$ cat config.mk
export PLATFORM = sky130hd
export DESIGN_NAME = mux_sel_rr_arbiter_flat
export DESIGN_NICKNAME = d
export VERILOG_FILES = /design/src/rtl/mux_sel_rr_arbiter_if.sv /design/src/rtl/mux_sel_rr_arbiter.sv /design/src/flat_wrapper.sv
export SDC_FILE = /design/constraint.sdc
export NUM_CORES = 1
export LEC_CHECK = 0
export CORE_AREA = 2 2 40 42
export CTS_BUF_LIST = sky130_fd_sc_hd__clkbuf_2
export CTS_CLUSTER_DIAMETER = 40
export CTS_CLUSTER_SIZE = 16
export DETAILED_ROUTE_END_ITERATION = 12
export DIE_AREA = 0 0 42 44
export GPL_TIMING_DRIVEN = 0
export PLACE_DENSITY = 0.78
export SYNTH_ARGS = -nofsm -noshare
export SYNTH_HDL_FRONTEND = slang
export SYNTH_SLANG_ARGS = --single-unit
$ cat constraint.sdc
create_clock -name Clk -period 2.55 [get_ports Clk]
set_input_delay 0.51 -clock Clk [delete_from_list [all_inputs] [get_ports Clk]]
set_output_delay 0.51 -clock Clk [all_outputs]
set_load 0.03 [all_outputs]
$ cat src/rtl/mux_sel_rr_arbiter_if.sv
// Handshake bundle between the four mux sources, the arbiter and the mux.
interface mux_sel_rr_arbiter_if;
  logic       En;
  logic [3:0] Req;
  logic [3:0] Gnt;
  logic       S1;
  logic       S0;
  logic       Valid;

  // Requesting side: drives enable and requests, observes grant and select.
  modport master (
    output En,
    output Req,
    input  Gnt,
    input  S1,
    input  S0,
    input  Valid
  );

  // Arbiter side.
  modport slave (
    input  En,
    input  Req,
    output Gnt,
    output S1,
    output S0,
    output Valid
  );
endinterface

$ cat src/rtl/mux_sel_rr_arbiter.sv
// Round-robin select generator for a 2-bit 4x1 mux with bounded dwell per grant.
module mux_sel_rr_arbiter #(
  parameter int unsigned HOLD_CYCLES = 4,
  parameter int unsigned CNT_W       = 4
) (
  input  logic                 Clk,
  input  logic                 Rst_n,
  mux_sel_rr_arbiter_if.slave  arb
);

  localparam int unsigned NUM_CH = 4;
  localparam int unsigned IDX_W  = 2;
  localparam logic [CNT_W-1:0] HOLD_LOAD = CNT_W'(HOLD_CYCLES - 1);

  typedef enum logic {
    IDLE  = 1'b0,
    GRANT = 1'b1
  } state_e;

  state_e            state_q;
  logic [IDX_W-1:0]  ptr_q;
  logic [CNT_W-1:0]  cnt_q;
  logic [NUM_CH-1:0] gnt_q;
  logic [IDX_W-1:0]  sel_q;
  logic              valid_q;

  logic              pick_found_c;
  logic [IDX_W-1:0]  pick_idx_c;
  logic [IDX_W-1:0]  cand_c;
  logic              do_load_c;
  logic              do_release_c;
  logic              do_dec_c;

  // Round-robin search starting after the last owner; last owner is checked last.
  always_comb begin
    pick_found_c = 1'b0;
    pick_idx_c   = ptr_q;
    cand_c       = ptr_q;
    for (int i = 1; i <= NUM_CH; i++) begin
      cand_c = ptr_q + IDX_W'(i);
      if (!pick_found_c && arb.Req[cand_c]) begin
        pick_found_c = 1'b1;
        pick_idx_c   = cand_c;
      end
    end
  end

  // Per-edge action: load a new grant, release, or count down the dwell.
  always_comb begin
    do_load_c    = 1'b0;
    do_release_c = 1'b0;
    do_dec_c     = 1'b0;
    case (state_q)
      IDLE: begin
        do_load_c = arb.En && pick_found_c;
      end
      GRANT: begin
        if (!arb.En) begin
          do_release_c = 1'b1;
        end else if (!arb.Req[ptr_q] || (cnt_q == '0)) begin
          // Hand over in the same edge so Valid has no bubble.
          if (pick_found_c) begin
            do_load_c = 1'b1;
          end else begin
            do_release_c = 1'b1;
          end
        end else begin
          do_dec_c = 1'b1;
        end
      end
      default: begin
        do_release_c = 1'b1;
      end
    endcase
  end

  // Arbiter state and registered outputs; select holds its value while idle.
  always_ff @(posedge Clk or negedge Rst_n) begin
    if (!Rst_n) begin
      state_q <= IDLE;
      ptr_q   <= IDX_W'(NUM_CH - 1);
      cnt_q   <= '0;
      gnt_q   <= '0;
      sel_q   <= '0;
      valid_q <= 1'b0;
    end else if (do_load_c) begin
      state_q <= GRANT;
      ptr_q   <= pick_idx_c;
      cnt_q   <= HOLD_LOAD;
      gnt_q   <= NUM_CH'(1) << pick_idx_c;
      sel_q   <= pick_idx_c;
      valid_q <= 1'b1;
    end else if (do_release_c) begin
      state_q <= IDLE;
      gnt_q   <= '0;
      valid_q <= 1'b0;
    end else if (do_dec_c) begin
      cnt_q   <= cnt_q - CNT_W'(1);
    end
  end

  assign arb.Gnt   = gnt_q;
  assign arb.S1    = sel_q[1];
  assign arb.S0    = sel_q[0];
  assign arb.Valid = valid_q;

endmodule

$ cat src/flat_wrapper.sv
// flat-port wrapper written by rule: the top's interface ports become plain ports
module mux_sel_rr_arbiter_flat 
#(
  parameter int unsigned HOLD_CYCLES = 4,
  parameter int unsigned CNT_W       = 4
)
  (Clk, Rst_n, arb_En, arb_Req, arb_Gnt, arb_S1, arb_S0, arb_Valid);
  mux_sel_rr_arbiter_if arb_i ();
  input  logic Clk;
  input  logic Rst_n;
  input wire logic [$bits(arb_i.En)-1:0] arb_En;
  input wire logic [$bits(arb_i.Req)-1:0] arb_Req;
  output wire logic [$bits(arb_i.Gnt)-1:0] arb_Gnt;
  output wire logic [$bits(arb_i.S1)-1:0] arb_S1;
  output wire logic [$bits(arb_i.S0)-1:0] arb_S0;
  output wire logic [$bits(arb_i.Valid)-1:0] arb_Valid;
  assign arb_i.En = arb_En;
  assign arb_i.Req = arb_Req;
  assign arb_Gnt = arb_i.Gnt;
  assign arb_S1 = arb_i.S1;
  assign arb_S0 = arb_i.S0;
  assign arb_Valid = arb_i.Valid;
  mux_sel_rr_arbiter #(.HOLD_CYCLES(HOLD_CYCLES), .CNT_W(CNT_W)) u_core (.Clk(Clk), .Rst_n(Rst_n), .arb(arb_i));
endmodule
==> metrics, run 1 <==
outcome=finished clean; CTS Hold Bufs=0; initial antenna violation count=0; Critical Path Sink=u_core.arb.Gnt[2]; Initial Util=0.500; CTS root buf=clkbuf_2; Worst Path Required=around 2.7 ns; Worst path slowest cell=clkdlybuf4s50_1; area grow syn2layout=24.0%; sequential-to-total area share from yosys stat=0.462; Synth Register Bits=13; Worst Path Buf+Inv=2; Rows=14; library cells used by synthesis=33; Switching Fraction=0.403; Pwr Total=940 uW; Fillers=108; Static Leak=between 0.0003 and 0.0004 uW; sequential share of power=0.350; largest net degree at the start of global routing=14; PwrDens=1070 mW/mm^2; Switch Pwr=379 uW; GP Congestion=0.860; min Tclk post-route=~2.3 ns; # IOs=14; WL per Instance=15.1 microns; fin area=880 sq um; f_max=0.440 GHz; post-cts resize count=0; worst-case reg-to-reg path depth=5; Post-Route WL=1.42 mm; max-capacitance violation count=0; Core Region=about 0.0014 sq mm; crit path from=arb_Req[3]; Inserted Diodes=0; die height=44 microns; via count=540; Synth Area per Inst=11.6 sq um; met2 global-route usage=0.294; nets@finish=87; Final Hold Viols=0; vias in the first global route=between 500 and 600; total congestion overflow=0; Comb pwr share=0.533; Slew headroom=0.627; Worst R2R Setup Slack=0.43 ns; Crit. End Element=flip-flop; crit-path cells=clkdlybuf4s50_1 > o41ai_4 > inv_2 > and4_1 > o21bai_1 > a22o_1; crit-path max cell delay=0.55 ns; Most Crowded Layer GR=met2; IO buf count=13; YS warnings=0; Peak supply drop=0.639 mV; clock skew=0.00648 ns; Num CTS Buffers=3; Clock Pin Slew Worst Setup and Hold Paths=roughly 0.13 ns; type of the worst min-delay path=reg -> reg; layout cell share with drive strength beyond 1=0.218; clock sink total=13; M1 GR Usage=0.216; Post-DP Area=roughly 860 sq um; worst slew pin tran=0.557 ns; gr usage total=0.188; cell area after synthesis=between 700 and 800 sq um; crit path max fanout=7; clock buffer depth=2; Final setup viols=0; cell internal pwr=561 uW; syn nets=69; R2R Path End=u_core.arb.Gnt[2]; clock power share=0.118; worst r2r src=u_core.ptr_q[0]; CTS tree=yes; RSZ-0062 raised after global routing=false; detailed-route vias per instance=5.74; DP HPWL=1.02 mm; startpoint class of the critical path=input port; Die ar.=about 0.0018 sq mm; Iter 0 DRT Violations=15; depth of the CTS H-tree=1; crit path DAT=2.45 ns; non-filler cells, final=94; kind of critical path=in -> reg; Die W=between 40 and 50 microns; Top Family by Delay on Critical Path=compound AO/OA/AOI/OAI gates; clk_lat worst skew=about 0.28 ns; Levels on crit path=6; ANT nets after route=0; Synth Instances=61; Tcrit/Tclk final=0.892; DR DRC count=0; post-CTS setup buffers=0; global-route wire length before repair=2.47 mm; met3 usage=0.0458; drt pass-1 iters=4; placed cells=90; max-slew violations=0
==> kinds of logic (layout without fill, tap and decap cells) <==
| kind of cell | count (synthesis) | after routing | share of synthesized area |
|---|---|---|---|
| compound gates | 16 | 16 | 0.219 |
| xor+xnor | 2 | 2 | 0.0247 |
| fa+ha+maj | 1 | 1 | 0.0176 |
| buf+inv | 6 | 23 | 0.0423 |
| flops | 13 | 13 | 0.462 |
| mux | 4 | 4 | 0.0776 |
| simple gates | 19 | 19 | 0.157 |
==> worst min-delay path by stage <==
stage                                 start           endpoint  slack [ns]  cells past startpoint
after floorplan                       Rst_n  u_core.arb.Gnt[0]        0.21                      0
after global placement    u_core.arb.Gnt[1]  u_core.arb.Gnt[1]        0.48                      1
after detailed placement  u_core.arb.Gnt[3]  u_core.arb.Gnt[3]        0.48                      1
after CTS                   u_core.sel_q[0]    u_core.sel_q[0]        0.52                      2
after global routing      u_core.arb.Gnt[1]  u_core.arb.Gnt[1]        0.54                      1
final                       u_core.sel_q[0]    u_core.sel_q[0]        0.51                      2
==> area by class of cell <==
type	count	area, sq um	area share
buffer	2	15.0	0.0171
timing repair buffer	13	130	0.148
multi-input combinational	42	352	0.400
sequential	13	328	0.373
inverter	4	15.0	0.0171
tap	16	20.0	0.0228
clock buffer	4	20.0	0.0228
==> tightest hold or removal path: cells and delay by family (launching register included) <==
kind             cells  cell delay [ns]
flip-flops           1             0.36
AND/OR/NAND/NOR      2             0.13
==> synthesized netlist by cell type, drive strengths merged <==
master / n / area (sq um)
dfrtp: 11 / 275
nor2: 7 / 26.3
inv: 4 / 15.0
nand2: 3 / 11.3
nand2b: 3 / 18.8
a21oi: 2 / 10.0
a22o: 2 / 17.5
a32o: 2 / 20.0
dfstp: 2 / 52.6
mux2: 2 / 22.5
o21ai: 2 / 10.0
a22oi: 1 / 7.51
a31oi: 1 / 21.3
and4: 1 / 8.76
buf: 1 / 11.3
clkbuf: 1 / 3.75
ha: 1 / 12.5
mux2i: 1 / 10.0
mux4: 1 / 22.5
nor2b: 1 / 6.26
nor3b: 1 / 18.8
nor4: 1 / 6.26
o21a: 1 / 7.51
o21bai: 1 / 7.51
o221a: 1 / 11.3
o221ai: 1 / 8.76
o22ai: 1 / 6.26
o41ai: 1 / 27.5
or2: 1 / 6.26
or3b: 1 / 8.76
xnor2: 1 / 8.76
xor2: 1 / 8.76
==> registers in the layout, summed over array words and instances, names as in the netlist <==
name	cells
u_core.arb.Gnt	4
u_core.cnt_q	4
u_core.ptr_q	2
u_core.sel_q	2
u_core.state_q	1
==> power groups by stage <==
stage	sequential (uW)	combinational (uW)	clock (uW)
6_report	329	501	111
3_3_place_gp	330	488	0
2_1_floorplan	410	266	0
3_5_place_dp	332	502	0
4_1_cts	328	504	115
5_1_grt	339	541	117
==> stage by stage <==
stage | util | setup TNS [ns] | setup WS, ns | hold WS (ns)
floorplan | - | 0 | 0.654 | 0.214
finish | 0.620 | 0 | 0.275 | 0.513
detailed placement | 0.606 | -0.0141 | -0.0141 | 0.482
global route | 0.620 | 0 | 0.192 | 0.544
CTS | 0.620 | 0 | 0.294 | 0.520
global placement | 0.606 | 0 | 0.0190 | 0.484
==> metal layers <==
metal  wire length, microns  vias up  part of all wire
li1                       -      257                 -
met1                    597      257              0.42
met2                    703       19              0.50
met3                     74        7             0.052
met4                     46        0             0.032
met5                      0        -                 0
==> placed cells by master, fill, tap and decap left out <==
| cell type | synthesis | final |
|---|---|---|
| a21oi_1 | 2 | 2 |
| nor2b_1 | 1 | 1 |
| and4_1 | 1 | 1 |
| or2_2 | 1 | 1 |
| ha_1 | 1 | 1 |
| mux2_2 | 2 | 2 |
| o21ai_0 | 2 | 2 |
| nor3b_4 | 1 | 1 |
| mux4_2 | 1 | 1 |
| nor4_1 | 1 | 1 |
| o41ai_4 | 1 | 1 |
| clkdlybuf4s50_1 | 0 | 13 |
| o21bai_1 | 1 | 1 |
| inv_2 | 1 | 1 |
| dfrtp_1 | 11 | 11 |
| dfstp_2 | 2 | 2 |
| clkbuf_1 | 1 | 1 |
| or3b_2 | 1 | 1 |
| xnor2_1 | 1 | 1 |
| xor2_1 | 1 | 1 |
| a22o_1 | 2 | 2 |
| nand2_1 | 3 | 3 |
| mux2i_1 | 1 | 1 |
| a22oi_1 | 1 | 1 |
| a31oi_4 | 1 | 1 |
| clkbuf_2 | 0 | 4 |
| a32o_1 | 2 | 2 |
| o221ai_1 | 1 | 1 |
| nand2b_1 | 3 | 3 |
| buf_6 | 1 | 1 |
| nor2_1 | 7 | 7 |
| o22ai_1 | 1 | 1 |
| o21a_1 | 1 | 1 |
| inv_1 | 3 | 3 |
| o221a_2 | 1 | 1 |
Power figures use the tool's default switching activity.
==> inputs of run 2 (changes only) <==
--- a/config.mk
+++ b/config.mk
@@ -5,14 +5,15 @@
 export SDC_FILE = /design/constraint.sdc
 export NUM_CORES = 1
 export LEC_CHECK = 0
-export CORE_AREA = 2 2 40 42
+export CORE_AREA = 2 2 39 41
 export CTS_BUF_LIST = sky130_fd_sc_hd__clkbuf_2
 export CTS_CLUSTER_DIAMETER = 40
 export CTS_CLUSTER_SIZE = 16
 export DETAILED_ROUTE_END_ITERATION = 12
-export DIE_AREA = 0 0 42 44
+export DIE_AREA = 0 0 41 43
+export DONT_BUFFER_PORTS = 1
 export GPL_TIMING_DRIVEN = 0
-export PLACE_DENSITY = 0.78
+export PLACE_DENSITY = 0.68
 export SYNTH_ARGS = -nofsm -noshare
 export SYNTH_HDL_FRONTEND = slang
 export SYNTH_SLANG_ARGS = --single-unit
==> metrics, run 2 (synthesis results as in run 1) <==
most frequent cells in the layout=dfrtp_1 (11), nor2_1 (7), clkbuf_2 (4); Core Region=0.00138 sq mm (-2.5%); crit-path max cell delay=0.55 ns (about the same); f_max=0.482 GHz (+9.8%); die height=43 microns (-2.3%); clock skew=0.00577 ns (-0.000707 ns); post-CTS setup buffers=0 (unchanged); min Tclk post-route=2.07 ns (-0.202 ns); CTS root buf=clkbuf_2; Pwr Total=841 uW (-11%); worst r2r src=u_core.ptr_q[0]; Die ar.=0.00176 sq mm (-4.6%); Num CTS Buffers=3 (unchanged); type of the worst min-delay path=in -> async; Levels on crit path=5 (-1); Die W=41 microns (-2.4%); nets@finish=75 (-14%); crit path from=u_core.ptr_q[0]; Worst Path Buf+Inv=1 (-1); post-cts resize count=0 (unchanged); area grow syn2layout=7.05%; gr usage total=0.180 (-0.00733); worst slew pin tran=0.470 ns (-0.0874 ns); Crit. End Element=flip-flop; Inserted Diodes=0 (unchanged); Worst Path Required=2.77 ns (+0.05 ns); largest net degree at the start of global routing=12 (-2); Peak supply drop=0.673 mV (+5.4%); PwrDens=1110 mW/mm^2 (+3.6%); Initial Util=0.513 (+0.0127); layout cell share with drive strength beyond 1=0.258 (+0.0396); DP HPWL=972 microns (-4.6%); initial antenna violation count=0 (unchanged); CTS tree=yes; drt pass-1 iters=4 (unchanged); detailed-route vias per instance=6.04 (+5.1%); setup TNS=0 ns (unchanged); Worst R2R Setup Slack=0.48 ns (+0.05 ns); placed cells=77 (-14%); non-filler cells, final=82 (-13%); crit path DAT=2.29 ns (-0.16 ns); R2R Path End=u_core.arb.Gnt[2]; WL per Instance=15.8 microns (+4.6%); Static Leak=0.000329 uW (-12%); max-slew violations=0 (unchanged); Iter 0 DRT Violations=3 (-12); final core area utilization=0.549 (-0.0711); CTS Hold Bufs=1 (+1); Top Family by Delay on Critical Path=flip-flops; clock buffer depth=2 (unchanged); crit path max fanout=9 (+2); commonest non-fill, non-tap cell in the layout=dfrtp_1; Final setup viols=0 (unchanged); clock sink total=13 (unchanged); kind of critical path=reg -> reg; Critical Path Sink=u_core.arb.Gnt[2]; Post-Route WL=1.30 mm (-8.7%); ANT nets after route=0 (unchanged); via count=495 (-8.3%); max-capacitance violation count=0 (unchanged); startpoint class of the critical path=flip-flop; outcome=finished clean; GP Congestion=0.818 (-4.9%); RSZ-0062 raised after global routing=false; worst-case reg-to-reg path depth=5 (unchanged); Slew headroom=0.686 (+0.0584); IO buf count=0 (-13); Final Hold Viols=0 (unchanged); depth of the CTS H-tree=1 (unchanged); Clock Pin Slew Worst Setup and Hold Paths=0.12 ns (about the same); Worst path slowest cell=dfstp_2; Rows=14 (unchanged); # IOs=14 (unchanged); total congestion overflow=0 (unchanged); vias in the first global route=524 (-8.9%); global-route wire length before repair=2.06 mm (-16%); DR DRC count=0 (unchanged); Tcrit/Tclk final=0.813 (-0.0794); Fillers=138 (+28%); clk_lat worst skew=0.27 ns (about the same); crit-path cells=buf_6 > mux4_2 > a31oi_4 > nor3b_4 > a22o_1
## run 2: power by group
part	internal [uW]	switching, uW	leakage [uW]
Combinational	155	161	0.000155
Clock	41.6	65.8	0.0000166
Sequential	289	128	0.000157
## run 2: worst min-delay path by stage
| stage | end | slack (ns) | cells past startpoint |
|---|---|---|---|
| detailed placement | u_core.sel_q[0] | 0.21 | 0 |
| CTS | u_core.ptr_q[0] | 0.05 | 0 |
| global route | u_core.ptr_q[0] | 0.02 | 0 |
| finish | u_core.ptr_q[0] | 0.06 | 0 |
| global placement | u_core.arb.Gnt[2] | 0.21 | 0 |
| floorplan | u_core.arb.Gnt[0] | 0.21 | 0 |
## run 2: area by class of cell
type,count,area (sq um),area share
Multi-Input combinational cell,42,352,0.463
Sequential cell,13,328,0.432
Clock buffer,4,20.0,0.0264
Tap cell,16,20.0,0.0264
Buffer,2,15.0,0.0198
Inverter,4,15.0,0.0198
Timing Repair Buffer,1,10.0,0.0132
## run 2: stage by stage
stage               setup WS (ns)  hold slack, ns  instance area [sq um]
floorplan                   0.654           0.214                    709
detailed placement          0.504           0.215                    729
global route                0.388          0.0228                    759
CTS                         0.456          0.0518                    759
finish                      0.477          0.0552                    759
global placement            0.522           0.215                    729
## run 2: worst reg2reg max path: stages (launching register included)
cell     delay (ns)
dfstp_2        0.55
buf_6          0.12
mux4_2         0.55
a31oi_4        0.32
nor3b_4        0.30
a22o_1         0.17
## run 2: layer usage
layer	up-vias	track usage	routed length, microns
met5	-	0	0
met4	0	0.100	30
met3	5	0.0576	95
met2	15	0.284	641
met1	241	0.203	530
li1	234	-	-
==> inputs of run 3 (changes only) <==
==> constraint.sdc (replaced) <==
create_clock -name Clk -period 2.15 [get_ports Clk]
set_input_delay 0.43 -clock Clk [delete_from_list [all_inputs] [get_ports Clk]]
set_output_delay 0.43 -clock Clk [all_outputs]
set_load 0.03 [all_outputs]
==> metrics, run 3 (synthesis results as in run 1) <==
Post-DP Area=729 sq um (unchanged); DP HPWL=972 microns (unchanged); outcome=finished clean; largest net degree at the start of global routing=14 (+2); global-route wire length before repair=2.06 mm (unchanged); ANT nets after route=0 (unchanged); Final setup viols=0 (unchanged); Worst R2R Setup Slack=0.06 ns (-0.41 ns); PwrDens=1310 mW/mm^2 (+18%); Peak supply drop=0.769 mV (+14%); Rows=14 (unchanged); nets@finish=77 (+2.7%); IO buf count=0 (unchanged); final core area utilization=0.560 (+0.0109); crit path max fanout=8 (-1); startpoint class of the critical path=flip-flop; via count=496 (+0.20%); f_max=0.479 GHz (-0.69%); worst r2r src=u_core.ptr_q[0]; Inserted Diodes=0 (unchanged); post-cts resize count=0 (unchanged); kind of critical path=reg -> reg; DR DRC count=0 (unchanged); Placement Setup Slack=0.104 ns (-0.400 ns); clock sink total=13 (unchanged); non-filler cells, final=84 (+2.4%); die height=43 microns (unchanged); Die ar.=0.00176 sq mm (unchanged); Worst Path Required=2.37 ns (-0.40 ns); WHS Endpoint=u_core.state_q; Worst Path Buf+Inv=2 (+1); Core Region=0.00138 sq mm (unchanged); WL per Instance=15.7 microns (-0.87%); commonest non-fill, non-tap cell in the layout=dfrtp_1; gr usage total=0.180 (unchanged); worst-case reg-to-reg path depth=5 (unchanged); area grow syn2layout=9.17%; Tcrit/Tclk final=0.971 (+0.158); max-slew violations=0 (unchanged); Slew headroom=0.622 (-0.0632); GP Congestion=0.818 (unchanged); Initial Util=0.513 (unchanged); CTS tree=yes; detailed-route vias per instance=5.90 (-2.2%); placed cells=77 (unchanged); vias in the first global route=525 (+0.19%); depth of the CTS H-tree=1 (unchanged); crit path DAT=2.31 ns (+0.02 ns); Top Family by Delay on Critical Path=multiplexers; total congestion overflow=0 (unchanged); worst setup margin=0.0631 ns (-0.414 ns); hold wc startpoint=arb_En; Worst Hold Depth=2; # IOs=14 (unchanged); min Tclk post-route=2.09 ns (+0.0144 ns); Post-Route WL=1.32 mm (+1.5%); CTS root buf=clkbuf_2; worst slew pin tran=0.564 ns (+0.0945 ns); Final Hold Viols=0 (unchanged); max-capacitance violation count=0 (unchanged); Clock Pin Slew Worst Setup and Hold Paths=0.12 ns (about the same); clock skew=0.00726 ns (+0.00149 ns); clock buffer depth=2 (unchanged); fin area=774 sq um (+2.0%); clk_lat worst skew=0.28 ns (about the same); Num CTS Buffers=3 (unchanged); Die W=41 microns (unchanged); crit-path cells=buf_6 > mux4_2 > a31oi_4 > buf_4 > mux2_2; initial antenna violation count=0 (unchanged); Iter 0 DRT Violations=4 (+1); Static Leak=0.000339 uW (+3.0%); crit-path max cell delay=0.55 ns (about the same); most frequent cells in the layout=dfrtp_1 (11), nor2_1 (7), clkbuf_2 (4); Worst path slowest cell=dfstp_2; Crit. End Element=flip-flop; drt pass-1 iters=4 (unchanged); type of the worst min-delay path=in -> reg; R2R Path End=u_core.ptr_q[1]; layout cell share with drive strength beyond 1=0.279 (+0.0218)
-- run 3: how the worst max path moves through the flow --
stage / cells past startpoint / endpoint / from
after detailed placement: 5 / u_core.arb.Gnt[2] / u_core.ptr_q[0]
after floorplan: 5 / u_core.arb.Gnt[0] / u_core.ptr_q[0]
final: 5 / u_core.ptr_q[1] / u_core.ptr_q[0]
after global routing: 5 / u_core.arb.Gnt[2] / u_core.ptr_q[0]
after global placement: 5 / u_core.arb.Gnt[2] / u_core.ptr_q[0]
after CTS: 5 / u_core.arb.Gnt[2] / u_core.ptr_q[0]
-- run 3: report_power, final --
group | internal, uW | switching [uW] | leakage [uW]
combinational | 193 | 195 | 0.000165
sequential | 343 | 152 | 0.000157
clock | 49.3 | 79.3 | 0.0000166
total | 585 | 427 | 0.000339
-- run 3: through the flow --
stage	hold WS, ns	TNS, ns	power, uW
CTS	0.305	0	1010
global route	0.288	-0.00104	1080
finish	0.304	0	1010
floorplan	0.134	0	801
detailed placement	0.135	0	875
global placement	0.135	0	857
-- run 3: repair_timing --
item                                    4_1_cts  5_1_grt
buffers inserted                              0        2
hold buffers                                  1        0
endpoints found under the setup margin        0        1
endpoints found under the hold margin        13        0
-- run 3: per-layer routing --
layer  GRT usage  share of wire  vias to the layer above
met1       0.192           0.41                      241
met5           0              0                        -
met3      0.0576          0.069                        5
met2       0.294           0.49                       13
li1            -              -                      237
met4       0.100          0.023                        0
-- run 3: worst register-to-register path: stages, from the launching register on --
cell and delay, ns:
dfstp_2 0.55, buf_6 0.12, mux4_2 0.55, a31oi_4 0.33, buf_4 0.17, mux2_2 0.32
-- run 3: cell type report --
type / count / area, sq um
plain buffers: 2 / 15.0
well taps: 16 / 20.0
flip-flops and latches: 13 / 328
clock buffers: 4 / 20.0
repair buffers: 3 / 25.0
inverters: 4 / 15.0
multi-input cells: 42 / 352
fillers: 134 / 609
